`config.mk`:
```
export PLATFORM = sky130hd
export DESIGN_NAME = serial_adder
export DESIGN_NICKNAME = d
export VERILOG_FILES = /design/src/rtl/serial_adder.sv
export SDC_FILE = /design/constraint.sdc
export NUM_CORES = 1
export LEC_CHECK = 0
export ABC_AREA = 1
export BUFFER_PORTS_ARGS = -buffer_cell sky130_fd_sc_hd__buf_2
export CORE_ASPECT_RATIO = 1.25
export CORE_MARGIN = 3
export CORE_UTILIZATION = 40
export DETAILED_ROUTE_END_ITERATION = 10
export PLACE_DENSITY_LB_ADDON = 0.3
export SLEW_MARGIN = 20
export SYNTH_ARGS = -nofsm -noshare
export SYNTH_HDL_FRONTEND = slang
export SYNTH_SLANG_ARGS = --single-unit
```
`constraint.sdc`:
```
create_clock -name clk -period 1.6 [get_ports clk]
set_clock_uncertainty 0.2 [all_clocks]
set_input_delay 0.24 -clock clk [delete_from_list [all_inputs] [get_ports clk]]
set_output_delay 0.24 -clock clk [all_outputs]
set_load 0.01 [all_outputs]
```
`src/rtl/serial_adder.sv`:
```
// Bit-serial adder: WIDTH-bit a + b + cin, one bit per clock, LSB first,
// through a single full-adder cell with a registered carry.

module full_adder (
   input  logic a,
   input  logic b,
   input  logic carry_in,
   output logic sum,
   output logic carry_out
);
   assign sum       = a ^ b ^ carry_in;
   assign carry_out = (a & b) | (a & carry_in) | (b & carry_in);
endmodule

module serial_adder #(
   parameter int WIDTH = 8
) (
   input  logic             clk,
   input  logic             rst_n,
   input  logic             start,
   input  logic [WIDTH-1:0] a,
   input  logic [WIDTH-1:0] b,
   input  logic             cin,
   output logic             busy,
   output logic             done,
   output logic [WIDTH-1:0] sum,
   output logic             cout
);
   localparam int CW = (WIDTH > 1) ? $clog2(WIDTH) : 1;

   typedef enum logic [1:0] {IDLE, RUN, DONE} state_t;

   state_t           state, state_nxt;
   logic [WIDTH-1:0] shift_a, shift_b, partial;
   logic             carry;
   logic [CW-1:0]    cnt;
   logic             fa_sum, fa_cout;
   logic             last_bit, accept;

   full_adder u_fa (
      .a         (shift_a[0]),
      .b         (shift_b[0]),
      .carry_in  (carry),
      .sum       (fa_sum),
      .carry_out (fa_cout)
   );

   assign last_bit = (cnt == CW'(WIDTH - 1));
   // New operands are only taken when no operation is in flight.
   assign accept   = start && ((state == IDLE) || (state == DONE));

   always_ff @(posedge clk) begin
      if (!rst_n) begin
         state   <= IDLE;
         shift_a <= '0;
         shift_b <= '0;
         partial <= '0;
         carry   <= 1'b0;
         cnt     <= '0;
         sum     <= '0;
         cout    <= 1'b0;
      end else begin
         state <= state_nxt;
         if (accept) begin
            shift_a <= a;
            shift_b <= b;
            carry   <= cin;
            cnt     <= '0;
            partial <= '0;
         end else if (state == RUN) begin
            shift_a <= shift_a >> 1;
            shift_b <= shift_b >> 1;
            carry   <= fa_cout;
            partial <= {fa_sum, partial[WIDTH-1:1]};
            if (last_bit) begin
               sum  <= {fa_sum, partial[WIDTH-1:1]};
               cout <= fa_cout;
            end else begin
               cnt <= cnt + CW'(1);
            end
         end
      end
   end

   always_comb begin
      state_nxt = state;
      case (state)
         IDLE:    if (start) state_nxt = RUN;
         RUN:     if (last_bit) state_nxt = DONE;
         DONE:    state_nxt = start ? RUN : IDLE;
         default: state_nxt = IDLE;
      endcase
   end

   always_comb begin
      busy = 1'b0;
      done = 1'b0;
      case (state)
         RUN:     busy = 1'b1;
         DONE:    done = 1'b1;
         default: ;
      endcase
   end

endmodule

```
==> flow_summary.ini <==
[run_status]
status = finished clean

[worst_setup_path]
worstSetupPathType = reg -> out
cp-start-kind = flop
worstPathMaxFanout = 10
endpoint_kind = primary output
required_ns = 1.16
cp.arrival_ns = 1.06
rrSetupSlack_ns = 0.17

[floorplanning]
dieArea_um2 = 5170
row_count = 26
initial_core_util = 0.420
fp.dieH_um = 79.6
core_um2 = 4130
ios = 31
die_w_um = 64.9

[finish]
fin_util = 0.505
final_nets = 299
area_delta_synth_final_pct = 20.2
antenna_cells = 0
fill_cells = 438
drive_gt1_frac = 0.264
fin_area_um2 = 2090

[sta]
fmax_mhz = 666
finalCriticalPeriod_ns = 1.50
fin_setup_tns_ns = 0
rsz0062_at_grt = no
slew_viol_final = 0
fin_crit_sh = 0.938
max-slew-margin-rel = 0.851
worst_slew_pin_slew_ns = 0.223
hold_viol_final = 0
setup_violations = 0
timing.final.ws_setup_ns = 0.0989

[place]
dp_slack_ns = 0.142
gp_congestion = 0.753
placed_area_um2 = 1970
dp_hpwl_um = 2480
port_buffers = 30

[yosys]
synth-main-ff-cell = dfxtp_1
ys_warn_count = 0
ys_types = 19
synthCells = 235
yosysSeqAreaShare = 0.438
synth_edf_count = 0
synth_area_um2 = 1740
synth.avg_cell_area_um2 = 7.38
async_flop_share = 0
yosysTopAreaCell = dfxtp_1
synthDominantCellAreaShare = 0.438
syn-num-nets = 258
synth_area_leaders = dfxtp_1 44%, nand2_1 13%, nand3_1 7.2%, inv_1 5.6%, nor2_1 5.6%
synth-seq-cells = 38

[global_routing]
grt_max_degree = 15
grt_pass1_wl_um = 5820
grt_usage = 0.145
grt_overflow = 0
grt_pass1_vias = 1325
antenna_found_initial = 0

[clock_tree]
cts_buffers = 5
cts_buffer_depth = 2
clock-sinks = 38
insertion_delay_ns = 0.29
cts_tree = yes
h-tree-depth = 2
post_cts_buffers = 0
clkTransAtPathRegs_ns = 0.07
root_buffer = clkbuf_8

[run]
drv_cap = 0

[route]
vias = 1456
routed_wl_um = 3300
drc = 0
via_per_inst = 4.37
final_antenna_net_count = 0
drt-wirelength-per-cell_um = 9.91
first_pass_iters = 4
drt-initial-drc-count = 50

[power]
p_per_area_nw_per_um2 = 944
p_leak_nw = 1.04
ir_drop_mv = 0.384

[min_path]
min_path_type = in -> reg
==> repair_timing <==
item,4_1_cts,5_1_grt
hold endpoints to repair,2,0
gates resized for setup,1,1
pin swaps,0,1
hold buffers,2,0
endpoints found under the setup margin,1,2
==> placed cells by master, fill, tap and decap left out, types with 6 or more instances in the layout <==
cell type and n:
buf_2 30, nand3_1 25, inv_1 26, clkbuf_8 6
nand2_1 62, buf_4 10, inv_2 7, nor2_1 26
a21oi_1 11, o21ai_0 11, dfxtp_1 36, a21oi_2 9
==> flip-flops by register name, summed over array words and instances (netlist names) <==
signal / flops
cout: 1
cnt: 3
sum: 8
shift_a: 8
carry: 1
partial: 7
state: 2
shift_b: 8
==> worst paths after layout <==
kind | from | endpoint | cells past startpoint
max | state[0] | busy | 3
min | rst_n | shift_b[7] | 3
max reg2reg | cnt[0] | sum[5] | 7
min reg2reg | cout | cout | 2
==> logic make-up (layout without fill, tap and decap cells) <==
family                   count (synthesis)  count (layout)  share of synthesized area
buffers and inverters                   42              84                      0.109
flip-flops                              38              38                      0.438
AO/OA/AOI/OAI                           34              34                      0.122
AND/OR/NAND/NOR                        118             118                      0.305
adder cells (fa/ha/maj)                  3               3                     0.0260
==> per-stage QoR <==
stage | total power [mW] | hold WS [ns] | instances
2_1_floorplan | 1.25 | 0.175 | 235
3_3_place_gp | 1.32 | 0.254 | 323
3_5_place_dp | 1.32 | 0.260 | 323
4_1_cts | 2.00 | 0.0251 | 333
5_1_grt | 2.08 | 0.0503 | 333
6_report | 1.97 | 0.0339 | 333
==> cell usage after synthesis (2+ instances only) <==
cell and number:
a21oi_1 11, a21oi_2 9, buf_2 5, buf_6 3, dfxtp_1 38, ha_1 2, inv_1 26, inv_2 7
nand2_1 62, nand2_4 2, nand3_1 25, nor2_1 26, nor2_8 2, o21ai_0 11, o21ai_2 2
==> report_power, final <==
group,internal (mW),leakage (nW),switching [mW]
clock network,0.347,0.0482,0.317
registers,0.995,0.311,0.0290
logic,0.115,0.680,0.166
total,1.46,1.04,0.512
==> metal layers <==
metal / vias up / GRT usage / wire [um]
li1: 811 / - / -
met1: 612 / 0.173 / 1590
met2: 28 / 0.234 / 1490
met5: - / 0 / 0
met3: 5 / 0.0465 / 158
met4: 0 / 0.0698 / 63
==> critical path, cell delays in order, from the launching register on <==
cell and delay, ns:
dfxtp_2 0.39, nand2_4 0.12, inv_2 0.12, buf_2 0.14
==> cell type report <==
class | instances | area [um^2] | share of cell area
Multi-Input combinational cell | 155 | 786 | 0.377
Sequential cell | 38 | 763 | 0.366
Timing Repair Buffer | 42 | 245 | 0.118
Inverter | 34 | 130 | 0.0624
Clock buffer | 7 | 86.3 | 0.0414
Tap cell | 56 | 70.1 | 0.0336
Clock inverter | 1 | 5.00 | 0.00240
Note: power is estimated with default switching activity, not from simulation.
